`src/rtl/axi_rd_arbiter_pkg.sv`:
```
// rtl/axi_rd_arbiter_pkg.sv - shared encodings for the two-master AXI-lite read arbiter
//   FSM state encoding, master IDs and AXI read-response codes.
package axi_rd_arbiter_pkg;

  typedef enum logic [1:0] {
    ST_IDLE = 2'd0,
    ST_ADDR = 2'd1,
    ST_DATA = 2'd2
  } arb_state_t;

  localparam logic MID_IFU = 1'b0;
  localparam logic MID_LSU = 1'b1;

  localparam logic [1:0] RRESP_OKAY   = 2'b00;
  localparam logic [1:0] RRESP_SLVERR = 2'b10;

endpackage

```
`src/rtl/axi_rd_arbiter_arb_pick_2.sv`:
```
// rtl/axi_rd_arbiter_arb_pick_2.sv - combinational 2-way request picker
//   Macro: AXI_RD_ARB_RR_EN selects round-robin tie-break; undefined gives LSU > IFU.
//   Ports:
//     req[1:0]    in   request vector, bit 0 = IFU, bit 1 = LSU
//     last_grant  in   master ID granted last (only consulted in round-robin mode)
//     winner      out  master ID to grant; only meaningful when req != 0
module arb_pick_2
  import axi_rd_arbiter_pkg::*;
(
  input  logic [1:0] req,
  input  logic       last_grant,
  output logic       winner
);

`ifdef AXI_RD_ARB_RR_EN
  // On a tie the master that did not win last time goes next; a lone
  // requester always wins.
  always_comb begin
    if (req == 2'b11) begin
      winner = ~last_grant;
    end else begin
      winner = req[1] ? MID_LSU : MID_IFU;
    end
  end
`else
  // Fixed priority: the LSU wins whenever it asks.
  logic unused_last_grant;
  assign unused_last_grant = last_grant;
  assign winner = req[1] ? MID_LSU : MID_IFU;
`endif

endmodule

```
`src/rtl/axi_rd_arbiter.sv`:
```
// rtl/axi_rd_arbiter.sv - shares one AXI-lite read port between IFU (m0) and LSU (m1)
//   Macro: AXI_RD_ARB_RR_EN enables round-robin arbitration (default: LSU > IFU).
//   One outstanding read total; the granted master owns it until the R handshake.
//   Ports:
//     clk, resetn                  clock, asynchronous active-low reset
//     m0_* / m1_*                  AR and R channels of IFU / LSU (slave side)
//       arvalid, araddr in; arready out; rvalid, rdata, rresp out; rready in
//     s_*                          AR and R channels toward memory (master side)
//       arvalid, araddr out; arready in; rvalid, rdata, rresp in; rready out
module axi_rd_arbiter
  import axi_rd_arbiter_pkg::*;
#(
  parameter int ADDR_W = 32,
  parameter int DATA_W = 32
) (
  input  logic              clk,
  input  logic              resetn,

  input  logic              m0_arvalid,
  input  logic [ADDR_W-1:0] m0_araddr,
  output logic              m0_arready,
  output logic              m0_rvalid,
  input  logic              m0_rready,
  output logic [DATA_W-1:0] m0_rdata,
  output logic [1:0]        m0_rresp,

  input  logic              m1_arvalid,
  input  logic [ADDR_W-1:0] m1_araddr,
  output logic              m1_arready,
  output logic              m1_rvalid,
  input  logic              m1_rready,
  output logic [DATA_W-1:0] m1_rdata,
  output logic [1:0]        m1_rresp,

  output logic              s_arvalid,
  output logic [ADDR_W-1:0] s_araddr,
  input  logic              s_arready,
  input  logic              s_rvalid,
  output logic              s_rready,
  input  logic [DATA_W-1:0] s_rdata,
  input  logic [1:0]        s_rresp
);

  arb_state_t state;
  logic       owner;
  logic       last_grant;
  logic       winner;
  logic [1:0] req;
  logic       grant;
  logic       in_addr;
  logic       in_data;

  assign req   = {m1_arvalid, m0_arvalid};
  assign grant = (state == ST_IDLE) && (req != 2'b00);

  arb_pick_2 u_pick (
    .req        (req),
    .last_grant (last_grant),
    .winner     (winner)
  );

`ifdef AXI_RD_ARB_RR_EN
  // Reset to LSU so the IFU wins the first contended cycle.
  always_ff @(posedge clk or negedge resetn) begin
    if (!resetn) begin
      last_grant <= MID_LSU;
    end else if (grant) begin
      last_grant <= winner;
    end
  end
`else
  assign last_grant = MID_IFU;
`endif

  // The address is captured at grant so a requester dropping arvalid
  // afterwards cannot disturb the memory-side AR channel.
  always_ff @(posedge clk or negedge resetn) begin
    if (!resetn) begin
      state     <= ST_IDLE;
      owner     <= MID_IFU;
      s_arvalid <= 1'b0;
      s_araddr  <= '0;
    end else begin
      case (state)
        ST_IDLE: begin
          if (grant) begin
            owner     <= winner;
            s_araddr  <= (winner == MID_LSU) ? m1_araddr : m0_araddr;
            s_arvalid <= 1'b1;
            state     <= ST_ADDR;
          end
        end
        ST_ADDR: begin
          if (s_arready) begin
            s_arvalid <= 1'b0;
            state     <= ST_DATA;
          end
        end
        ST_DATA: begin
          if (s_rvalid && s_rready) begin
            state <= ST_IDLE;
          end
        end
        default: begin
          s_arvalid <= 1'b0;
          state     <= ST_IDLE;
        end
      endcase
    end
  end

  assign in_addr = (state == ST_ADDR);
  assign in_data = (state == ST_DATA);

  // Handshake signals are routed only to the owner; everything is gated by
  // state so reset silences them in the same instant.
  assign m0_arready = in_addr && (owner == MID_IFU) && s_arready;
  assign m1_arready = in_addr && (owner == MID_LSU) && s_arready;

  assign m0_rvalid  = in_data && (owner == MID_IFU) && s_rvalid;
  assign m1_rvalid  = in_data && (owner == MID_LSU) && s_rvalid;

  assign s_rready   = in_data && ((owner == MID_LSU) ? m1_rready : m0_rready);

  // Both masters see the response payload while a read is in its data phase.
  assign m0_rdata   = in_data ? s_rdata : '0;
  assign m1_rdata   = in_data ? s_rdata : '0;
  assign m0_rresp   = in_data ? s_rresp : RRESP_OKAY;
  assign m1_rresp   = in_data ? s_rresp : RRESP_OKAY;

endmodule

```
`config.mk`:
```
export PLATFORM = sky130hd
export DESIGN_NAME = axi_rd_arbiter
export DESIGN_NICKNAME = d
export VERILOG_FILES = /design/src/rtl/axi_rd_arbiter_pkg.sv /design/src/rtl/axi_rd_arbiter_arb_pick_2.sv /design/src/rtl/axi_rd_arbiter.sv
export SDC_FILE = /design/constraint.sdc
export NUM_CORES = 1
export LEC_CHECK = 0
export CORE_MARGIN = 5
export CORE_UTILIZATION = 29
export CTS_BUF_LIST = sky130_fd_sc_hd__clkbuf_4 sky130_fd_sc_hd__clkbuf_8 sky130_fd_sc_hd__clkbuf_16
export DETAILED_ROUTE_END_ITERATION = 16
export GPL_ROUTABILITY_DRIVEN = 0
export PLACE_DENSITY = 0.81
export SYNTH_ARGS = -nofsm -noshare
export SYNTH_HDL_FRONTEND = slang
export SYNTH_SLANG_ARGS = --single-unit
```
`constraint.sdc`:
```
create_clock -name clk -period 1.5 [get_ports clk]
set_input_delay 0.15 -clock clk [delete_from_list [all_inputs] [get_ports clk]]
set_output_delay 0.15 -clock clk [all_outputs]
set_load 0.01 [all_outputs]
```
# --- Yosys cells after proc, flatten, opt, wreduce, memory -nomap -nowiden ---
# Index checks and enable logic that the tools add are counted.
op_classes:
  n_eq_ne: 5
  muxes: 12
  n_bitwise: 2
  reduce_logical: 16
op_table:
  columns: ["operator", "count"]
  rows:
  - ["two-way mux 32 bit", 2]
  - ["logical AND 1 bit", 11]
  - ["two-way mux 2 bit", 4]
  - ["one-hot mux 2 bit (3 select lines)", 1]
  - ["AND reduction 3 bit", 2]
  - ["two-way mux 1 bit", 4]
  - ["!= test 2 bit, second input constant", 2]
  - ["one-hot mux 1 bit (3 select lines)", 1]
  - ["== test 2 x 1 -> 1 bit, second input constant", 1]
  - ["== test 2 bit, second input constant", 1]
  - ["logical NOT 2 bit", 1]
  - ["!= test 2 x 1 -> 1 bit, second input constant", 1]
  - ["NOT 1 bit", 2]
  - ["AND reduction 2 bit", 1]
  - ["nonzero test 2 bit", 1]
word_totals:
  register_bits: 36
  inputBits: 106
  out_inout_bits: 106
  elab_cells: 39

# --- Longest topological paths before layout ---
# Gate-level depths: netlist of run 1.
depth:
  ltp_word: 5
  ltp_mapped: 5
  depth_no_buf: 3

# --- Hierarchy ---
# A second synthesis of run 1 with hierarchy kept.
unflattened:
  cells_unflattened: 201
  hier_area_um2: 2308.5
modules_own_cells:
  columns: ["mod", "n_inst", "cells_per_inst", "area_each_um2", "seq_area_each_um2"]
  rows:
  - ["axi_rd_arbiter", 1, 200, 2301.0, 900.9]
  - ["arb_pick_2", 1, 1, 7.5, 0.0]

# --- Worst setup path before layout of run 1 ---
# No wires, ideal clock.
synth_path:
  path_kind: "register -> output"
  start: "reg state[1]"
  end: "out m1_rdata[21]"
  arrival_time_ps: 1267
  setup_slack_ps: 83
  stages_incl_launch_ff: 5
  n_path_buf: 2
  path_cell_list: "dfrtp_1 > nor2b_1 > clkbuf_1 > and2_1 > buf_4"
synth_between:
  elab_chain_cells: 2
synth_lines:
  columns: ["item", "line", "rtl"]
  rows:
  - ["from (decl)", "axi_rd_arbiter.sv:44", "arb_state_t state;"]
  - ["from (signal assigned)", "axi_rd_arbiter.sv:79", "state <= ST_IDLE;"]
  - ["from (signal assigned)", "axi_rd_arbiter.sv:90", "state <= ST_ADDR;"]
  - ["from (signal assigned)", "axi_rd_arbiter.sv:96", "state <= ST_DATA;"]
  - ["== test 2 bit", "axi_rd_arbiter.sv:113", "assign in_data = (state == ST_DATA);"]
  - ["two-way mux 32 bit", null, null]
  - ["to (decl)", "axi_rd_arbiter.sv:32", "output logic [DATA_W-1:0] m1_rdata,"]
# No other way between the ends.

# --- Worst setup path after layout of run 1 ---
layout_path:
  start: "reg state[0]"
  end: "reg s_araddr[23]"
layout_between:
  elab_chain_cells: 3
layout_lines:
  columns: ["item", "line", "rtl"]
  rows:
  - ["logical NOT 2 bit (*)", "axi_rd_arbiter.sv:54, axi_rd_arbiter.sv:84", null]
  - ["logical AND 1 bit", "axi_rd_arbiter.sv:54", "assign grant = (state == ST_IDLE) && (req != 2'b00);"]
  - ["AND reduction 2 bit (no line) (*)", null, null]
  - ["to (signal assigned)", "axi_rd_arbiter.sv:88", "s_araddr <= (winner == MID_LSU) ? m1_araddr : m0_araddr;"]
  - ["to (decl)", "axi_rd_arbiter.sv:36", "output logic [ADDR_W-1:0] s_araddr,"]
# Mark *: on every way between the ends. The rest lies on a longest branch, timed or not.
# A chain may end at the register's enable or synchronous reset.

==> summary.md, run 1 <==
| Metric | Value |
|---|---|
| Worst Tran Pin Value | 425 ps |
| Dominant cells by area after synthesis | dfrtp_1, mux2_4, mux2_2, buf_4, and2_1 |
| Post-detail-place hpwl | 6.40 mm |
| Final period util | 105% |
| Detailed-route wire length | 8.84 mm |
| Ys flop type | dfrtp_1 |
| Total GRT Usage | 16.2% |
| Netlist Area Pre-Place | 2430 µm² |
| Root buf cell | clkbuf_8 |
| Max VDD drop | 0.861 mV |
| Post-route DRC | 0 |
| Slew Viols, Final | 0 |
| Post-synth cell types | 23 |
| Clk_lat worst skew | 290 ps |
| Rows | 33 |
| Router iterations before antenna repair | 2 |
| CP Max Fanout | 6 |
| Clk slew on worst S/H paths | 90 ps |
| Placed Area | 4450 µm² |
| Int Power | 5280 µW |
| Largest net degree at the start of global routing | 24 |
| Layout Skew | ~12 ps |
| Starting Density | 29.7% |
| Die Wd | 101 µm |
| Layout cells sized above 1 | 52.6% |
| CTS tree | built |
| Total power per unit cell area | about 1600 nW/µm² |
| Switch Pwr | ~2500 µW |
| WP data required | 1670 ps |
| 1st-iter DRT viols | 29 |
| Vias per cell | between 4 and 5 |
| Filler cells | approximately 640 |
| RSZ-0062 raised after global routing | yes |
| Worst setup margin | -79.7 ps |
| Sw Share | 32.0% |
| Share of the synthesized area in the top cell type | 37.1% |
| TritonCTS buffer count | 5 |
| Core region area | 8180 µm² |
| Crit path kind | flop to flop |
| H-tree lvl count | 2 |
| Final ANT Viol Nets | 0 |
| Gate power share | 67.8% |
| # diodes | 0 |
| Area grow syn2layout | 106% |
| Failing checks | negative setup slack |
| Synth top cells by count | dfrtp_1, mux2_2, and2_1, buf_4, mux2_4 |
| Post-Syn Instances | 200 |
| Slew margin rel. | 71.6% |
| Yosys warns | 0 |
| Worst Setup Start Kind | flop |
| Mapped Nets | 306 |
| Post-synth EDFFs | 0 |
| Chip height | 101 µm |
| Tmin final | roughly 1600 ps |
| Max frequency | 633 MHz |
| Clk sinks | 36 |
| # nets final | 504 |
| Clock share of power | approximately 9.0% |
| Routed WL per cell | 17.5 µm |
| Core Util, Final | 61.1% |
| IO Port Bufs | about 210 |
| Routed vias | 2215 |
| Vias in the first global route | approximately 2400 |
| Status | finished, violations left |
| Post-synthesis sequential area ratio | 37.1% |
| Initial antenna violation count | 0 |
| I/O Pins | 212 |
| Tightest Hold Check Type | input pin to async pin |
| Synthesis-stage register bit count | 36 |
| Crit. End Element | flop |
| CTS max path bufs | 2 |
| Most frequent cell after synthesis | dfrtp_1 |
| Avg Cell Area, Syn | 12.1 µm² |
| Reg power frac | 23.1% |
| FFs w/ async S/R, synth | 100% |
| Synth area leader | dfrtp_1 |
| Hold Violations, Final | 0 |
| Critical path arrival | 1750 ps |
| Die area | just over 10000 µm² |
| Max-capacitance violation count | 0 |
| Static leakage | between 0.002 and 0.0025 µW |
| First-pass GRT wire length | 13.0 mm |
| Design area | 4990 µm² |
| Gr ovfl total | 0 |
| Number of setup violations in the final report | 95 |
routing by layer:
layer  part of all wire [%]  wire (µm)  up-vias  GRT usage (%)
met5                      0          0        -              0
met4                   0.79         70        0           3.58
met3                    8.7        766        6           4.48
met2                     57       5060      106           33.0
met1                     33       2950     1067           16.0
li1                       -          -     1036              -
metrics by stage:
step                cells  setup slack, ps  setup TNS, ps  hold WS, ps  total power, µW
floorplan             200             82.9              0         -146             4050
global placement      484             -159         -11120          106             6010
detailed placement    484             -223         -13900          114             6090
CTS                   505             -111          -5700          324             7770
global route          504             -168         -10500          386             8190
finish                504            -79.7          -4050          335             7770
critical path: stages, from the launching register on:
cell       delay, ps
dfrtp_1          410
buf_4            170
nor2_4           120
o21a_4           190
bufbuf_16        280
mux2_4           290
area by class of cell:
type,instances,area [µm²],share of cell area (%)
Sequential cell,36,901,18.0
Clock buffer,5,68.8,1.38
Timing Repair Buffer,236,2590,52.0
Tap cell,105,131,2.63
Inverter,1,3.75,0.0752
Clock inverter,3,18.8,0.376
Multi-Input combinational cell,118,1270,25.5
placed cells by master (no fill, tap or decap), types with 2 or more instances in the layout:
cell,Yosys,final
nor2_2,1,2
buf_6,2,69
mux2_4,29,29
mux2_2,35,35
buf_12,3,7
buf_2,3,6
clkdlybuf4s50_1,0,137
buf_16,0,6
clkbuf_8,0,5
dfrtp_1,36,36
buf_4,34,9
clkinv_2,0,2
nor2_1,5,3
o21ai_0,2,2
and2_4,0,34
cells by family (layout without fill, tap and decap cells):
family,Yosys count,count (layout),synth area share [%]
and+or+nand+nor,47,47,11.4
muxes,65,65,34.6
AOI/OAI and AO/OA,6,6,1.70
DFF,36,36,37.1
buffers and inverters,46,245,15.2
path summary, 6_finish.rpt:
kind                                            start                       end  slack [ps]  cells after the start
worst max-delay path             state[0]$_DFFE_PN0P_  s_araddr[23]$_DFFE_PN0P_         -80                      5
worst min-delay path                           resetn   s_araddr[9]$_DFFE_PN0P_         340                      2
worst max register to register   state[0]$_DFFE_PN0P_  s_araddr[23]$_DFFE_PN0P_         -80                      5
worst min register to register  s_arvalid$_DFFE_PN0P_     s_arvalid$_DFFE_PN0P_         480                      1
max in group asynchronous                      resetn  s_araddr[29]$_DFFE_PN0P_         550                      3
min in group clk                s_arvalid$_DFFE_PN0P_     s_arvalid$_DFFE_PN0P_         480                      1
sequential cells by signal, summed over array words and instances (netlist names):
name,count
state,2
owner,1
s_arvalid,1
s_araddr,32
power by group through the flow:
stage / sequential [µW] / combinational (µW) / clock (µW)
floorplan: 1990 / 2060 / 0
global placement: 1770 / 4240 / 0
detailed placement: 1780 / 4310 / 0
CTS: 1800 / 5240 / 732
global route: 1860 / 5540 / 778
finish: 1800 / 5270 / 702
timing repair:
item / in CTS / in global routing
cloned: 7 / 0
pin swaps: 29 / 2
gates resized for setup: 391 / 20
hold buffers: 1 / 0
setup endpoints to repair: 92 / 103
endpoints found under the hold margin: 17 / 0
setup buffers: 6 / 0
Note: power is estimated with default switching activity, not from simulation.
==> inputs of run 2 (changes only) <==
--- a/config.mk
+++ b/config.mk
@@ -5,11 +5,12 @@
 export SDC_FILE = /design/constraint.sdc
 export NUM_CORES = 1
 export LEC_CHECK = 0
-export CORE_MARGIN = 5
+export CORE_MARGIN = 1.5
 export CORE_UTILIZATION = 29
 export CTS_BUF_LIST = sky130_fd_sc_hd__clkbuf_4 sky130_fd_sc_hd__clkbuf_8 sky130_fd_sc_hd__clkbuf_16
 export DETAILED_ROUTE_END_ITERATION = 16
 export GPL_ROUTABILITY_DRIVEN = 0
+export HOLD_SLACK_MARGIN = 0.12
 export PLACE_DENSITY = 0.81
 export SYNTH_ARGS = -nofsm -noshare
 export SYNTH_HDL_FRONTEND = slang
==> summary.md, run 2 (synthesis results as in run 1) <==
| Metric | Value |
|---|---|
| Status | finished, violations left |
| Failing checks | negative setup slack |
| Multi-input logic area | 1270 µm² |
| TritonCTS buffer count | 5 |
| Core Util, Final | approximately three fifths |
| CP Max Fanout | 6 |
| Crit path kind | flop to flop |
| # diodes | 0 |
| WP data required | ~1700 ps |
| Core region area | 8180 µm² |
| Number of setup violations in the final report | 77 |
| Int Power | 5220 µW |
| # nets final | a little over 500 |
| Max VDD drop | roughly 0.8 mV |
| Slew margin rel. | 70.0% |
| Fin cells | 506 |
| Total power per unit cell area | 1530 nW/µm² |
| Tightest Hold Check Type | input pin to async pin |
| Routed WL per cell | 15.9 µm |
| Reg power frac | around a quarter |
| Layout Skew | 6.10 ps |
| Biggest regs | s_araddr: 32 flops, state: 2 flops |
| Tmin final | about 1600 ps |
| Fin Setup TNS | -1200 ps |
| Rows | 33 |
| Worst setup margin | -54.6 ps |
| Final ANT Viol Nets | 0 |
| Commonest non-fill, non-tap cell in the layout | clkdlybuf4s50_1 |
| Area grow syn2layout | 106% |
| I/O Pins | 212 |
| # placed instances | between 400 and 500 |
| Max FFs per register | 32 |
| IO Port Bufs | 211 |
| Final period util | 104% |
| Clock share of power | 8.7% |
| CP most frequent cell | buf_12 |
| WHS | around 340 ps |
| Gate power share | 67.7% |
| Gr ovfl total | 0 |
| Sw Share | 31.6% |
| Commonest cells after routing, fill and taps aside | clkdlybuf4s50_1, buf_6, dfrtp_1, mux2_2, and2_4 |
| CTS max path bufs | 2 |
| Clk slew on worst S/H paths | 70 ps |
| Worst Setup Start Kind | flop |
| Filler cells | 625 |
| Worst Tran Pin Value | 450 ps |
| Detailed-route wire length | 8.04 mm |
| Max-capacitance violation count | 0 |
| Static leakage | 0.00223 µW |
| CP cell instances | buf_4, nor2_4, o21a_4, buf_12, buf_12, mux2_2 |
| Starting Density | 29.7% |
| Crit. End Element | flop |
| Layout cells sized above 1 | 52.6% |
| Slowest cell on the critical path | dfrtp_1 |
| Clk sinks | 36 |
| 1st-iter DRT viols | 33 |
| Vias per cell | 4.30 |
| Hold Violations, Final | 0 |
| Root buf cell | clkbuf_8 |
| Routed vias | 2177 |
| Die area | 8920 µm² |
| Post-detail-place hpwl | approximately 5.8 mm |
| Tot Pwr | between 7000 and 8000 µW |
| Largest stage delay, worst path | 410 ps |
| Die Wd | 94.5 µm |
| Clk_lat worst skew | 280 ps |
| Critical path arrival | around 1700 ps |
| Initial antenna violation count | 0 |
| Total GRT Usage | around 17% |
| Vias in the first global route | 2315 |
| FF/Latch Area | 901 µm² |
| H-tree lvl count | 2 |
| First-pass GRT wire length | 11.7 mm |
| Post-route DRC | 0 |
| Slew Viols, Final | 0 |
| CTS tree | built |
| Reg with most FFs | s_araddr |
| Max frequency | about 640 MHz |
| Router iterations before antenna repair | 3 |
| Largest net degree at the start of global routing | 22 |
| Chip height | ~94 µm |
| RSZ-0062 raised after global routing | yes |
| Switch Pwr | approximately 2400 µW |
run 2: cell types whose count changed in the layout (fill, tap and decap cells not counted), sizes merged:
| cell | delta |
|---|---|
| buf | +1 |
| bufbuf | -1 |
| clkbuf | +2 |
run 2: final timing paths:
kind	from	to	slack, ps	cells after the start
worst max register to register	state[0]$_DFFE_PN0P_	s_araddr[0]$_DFFE_PN0P_	-50	6
worst min register to register	s_arvalid$_DFFE_PN0P_	s_arvalid$_DFFE_PN0P_	490	1
max in group asynchronous	resetn	s_araddr[13]$_DFFE_PN0P_	570	3
worst max-delay path	state[0]$_DFFE_PN0P_	s_araddr[0]$_DFFE_PN0P_	-50	6
min in group clk	s_arvalid$_DFFE_PN0P_	s_arvalid$_DFFE_PN0P_	490	1
worst min-delay path	resetn	s_araddr[9]$_DFFE_PN0P_	340	2
run 2: area by class of cell:
class,instances,share of cell area (%)
clock inverter,3,0.376
tap,105,2.63
sequential,36,18.1
clock buffer,5,1.38
inverter,1,0.0752
timing repair buffer,238,52.0
multi-input combinational,118,25.5
run 2: power by group through the flow:
stage	clock, µW	sequential (µW)	combinational, µW
floorplan	0	1990	2060
global placement	0	1800	4220
detailed placement	0	1780	4300
CTS	705	1800	5010
global route	748	1870	5440
finish	667	1790	5160
run 2: per-stage QoR:
stage          area, µm²  setup slack (ps)
6_report            4990             -54.6
5_1_grt             4990              -119
4_1_cts             4850             -57.1
3_5_place_dp        4480              -174
3_3_place_gp        4480              -171
2_1_floorplan       2430              82.9
run 2: repair_timing:
item,in CTS,in global routing
setup endpoints to repair,105,97
gates cloned,4,2
endpoints found under the hold margin,20,0
buffers inserted,6,0
pin swaps,11,15
gates resized for setup,394,19
hold buffers,1,0
run 2: layer usage:
metal / up-vias / GRT usage, % / wire, µm
met5: - / 0 / 0
met4: 0 / 4.73 / 94
met3: 10 / 5.88 / 655
met2: 109 / 32.6 / 4500
met1: 1017 / 18.2 / 2800
li1: 1041 / - / -
run 2: critical path, delay by kind of cell (launching register included):
family / cells / cell delay (ps)
AOI/OAI and AO/OA: 1 / 190
buffers and inverters: 3 / 400
DFF: 1 / 410
muxes: 1 / 330
and+or+nand+nor: 1 / 110
==> inputs of run 3 (changes only) <==
--- a/config.mk
+++ b/config.mk
@@ -12,6 +12,7 @@
 export GPL_ROUTABILITY_DRIVEN = 0
 export HOLD_SLACK_MARGIN = 0.12
 export PLACE_DENSITY = 0.81
+export SETUP_SLACK_MARGIN = 0.3
 export SYNTH_ARGS = -nofsm -noshare
 export SYNTH_HDL_FRONTEND = slang
 export SYNTH_SLANG_ARGS = --single-unit
==> summary.md, run 3 (synthesis results as in run 1) <==
| Metric | Value |
|---|---|
| Status | finished, violations left |
| Failing checks | negative setup slack |
| I/O Pins | 212 |
| Slowest cell on the critical path | dfrtp_1 |
| Biggest regs | s_araddr: 32 flops, state: 2 flops |
| Die Wd | 94.5 µm |
| CTS tree | built |
| Slew margin rel. | 86.9% |
| Final ANT Viol Nets | 0 |
| Max frequency | 618 MHz |
| WHS | 239 ps |
| RSZ-0062 raised after global routing | yes |
| Initial antenna violation count | 0 |
| Crit path kind | flop to flop |
| Detailed-route wire length | 8.42 mm |
| Commonest non-fill, non-tap cell in the layout | clkdlybuf4s50_1 |
| Tmin final | between 1500 and 2000 ps |
| Final period util | 108% |
| Router iterations before antenna repair | 3 |
| Gr ovfl total | 0 |
| Chip height | 94.5 µm |
| Clk_lat worst skew | 290 ps |
| Static leakage | ~0.0023 µW |
| Post-route DRC | 0 |
| Post-detail-place hpwl | 5.87 mm |
| Tot Pwr | 7630 µW |
| Largest net degree at the start of global routing | 37 |
| Total power per unit cell area | 1520 nW/µm² |
| Starting Density | 29.7% |
| Worst setup margin | -117 ps |
| Layout Skew | 5.75 ps |
| Rows | 33 |
| # nets final | 508 |
| Commonest cells after routing, fill and taps aside | clkdlybuf4s50_1, buf_6, mux2_2, dfrtp_1, dlygate4sd2_1 |
| IO Port Bufs | 211 |
| H-tree lvl count | 2 |
| Total GRT Usage | 17.0% |
| Die area | 8920 µm² |
| Area grow syn2layout | 107% |
| Hold Violations, Final | 0 |
| Max FFs per register | 32 |
| 1st-iter DRT viols | 14 |
| Worst Setup Start Kind | flop |
| CP Max Fanout | 7 |
| Vias per cell | 4.35 |
| Critical path arrival | 1790 ps |
| # diodes | 0 |
| Number of setup violations in the final report | 103 |
| Root buf cell | clkbuf_8 |
| Layout cells sized above 1 | 53.8% |
| Tightest Hold Check Type | input pin to flop |
| Buf+Inv Stages, Crit Path | 4 |
| Reg with most FFs | s_araddr |
| Max VDD drop | 0.662 mV |
| WP data required | 1680 ps |
| Worst Tran Pin Value | 193 ps |
| TritonCTS buffer count | 5 |
| Clk sinks | 36 |
| CTS max path bufs | 2 |
| Max-capacitance violation count | 0 |
| Slew Viols, Final | 0 |
| Largest stage delay, worst path | 410 ps |
| Vias in the first global route | approximately 2200 |
| Routed WL per cell | ~17 µm |
| CP cell instances | buf_4, buf_6, nor2_4, o21a_4, buf_4, buf_12, mux2_2 |
| First-pass GRT wire length | around 12 mm |
| Routed vias | 2210 |
| Clk slew on worst S/H paths | 80 ps |
| Critical path's top delay family | buffers and inverters |
| Crit. End Element | flop |
| Fin Setup TNS | -5330 ps |
| CP most frequent cell | buf_4 |
| Core region area | 8180 µm² |
-- run 3: cell types whose count changed in the layout (fill, tap and decap cells not counted), sizes merged --
cell           change
clkinv             -2
inv                +1
clkdlybuf4s50     -34
dlygate4sd2       +33
clkbuf             +2
buf                +2
-- run 3: area by class of cell --
cell class | instances | area, µm²
clock inverter | 2 | 13.8
clock buffer | 6 | 82.6
fill | 644 | 3160
tap | 105 | 131
inverter | 1 | 3.75
multi-input combinational | 118 | 1300
timing repair buffer | 240 | 2580
sequential | 36 | 902
-- run 3: timing repair --
item,4_1_cts,5_1_grt
cloned,5,3
pin swaps,4,14
endpoints found under the setup margin,138,108
hold buffers,1,0
setup buffers,7,4
resized for setup,320,130
endpoints found under the hold margin,36,0
-- run 3: power by group --
group | switching [µW] | internal [µW] | total [µW]
clock network | 361 | 375 | 736
registers | 300 | 1480 | 1780
logic | 1850 | 3270 | 5120
-- run 3: worst paths after layout --
kind	startpoint	endpoint	slack [ps]	depth (start not counted)
max	state[0]$_DFFE_PN0P_	s_araddr[30]$_DFFE_PN0P_	-120	7
min	m1_arvalid	owner$_DFFE_PN0P_	240	2
max reg2reg	state[0]$_DFFE_PN0P_	s_araddr[30]$_DFFE_PN0P_	-120	7
min reg2reg	s_arvalid$_DFFE_PN0P_	s_arvalid$_DFFE_PN0P_	480	1
max in group asynchronous	resetn	s_arvalid$_DFFE_PN0P_	960	3
min in group asynchronous	resetn	s_araddr[17]$_DFFE_PN0P_	340	3
-- run 3: per-stage QoR --
stage          instances  cell area (µm²)  util, %  setup WS [ps]
6_report             508             5010     61.3           -117
3_5_place_dp         480             4440     54.3           -153
3_3_place_gp         480             4440     54.3          -96.7
4_1_cts              501             4640     56.8           -186
5_1_grt              508             5010     61.3           -161
2_1_floorplan        200             2460        -            128
-- run 3: routing by layer --
| metal | vias to the layer above | part of all wire (%) | global-route usage, % |
|---|---|---|---|
| li1 | 1045 | - | - |
| met3 | 6 | 6.4 | 3.78 |
| met5 | - | 0 | 0 |
| met2 | 88 | 54 | 31.0 |
| met4 | 0 | 0.97 | 4.73 |
| met1 | 1071 | 39 | 19.8 |
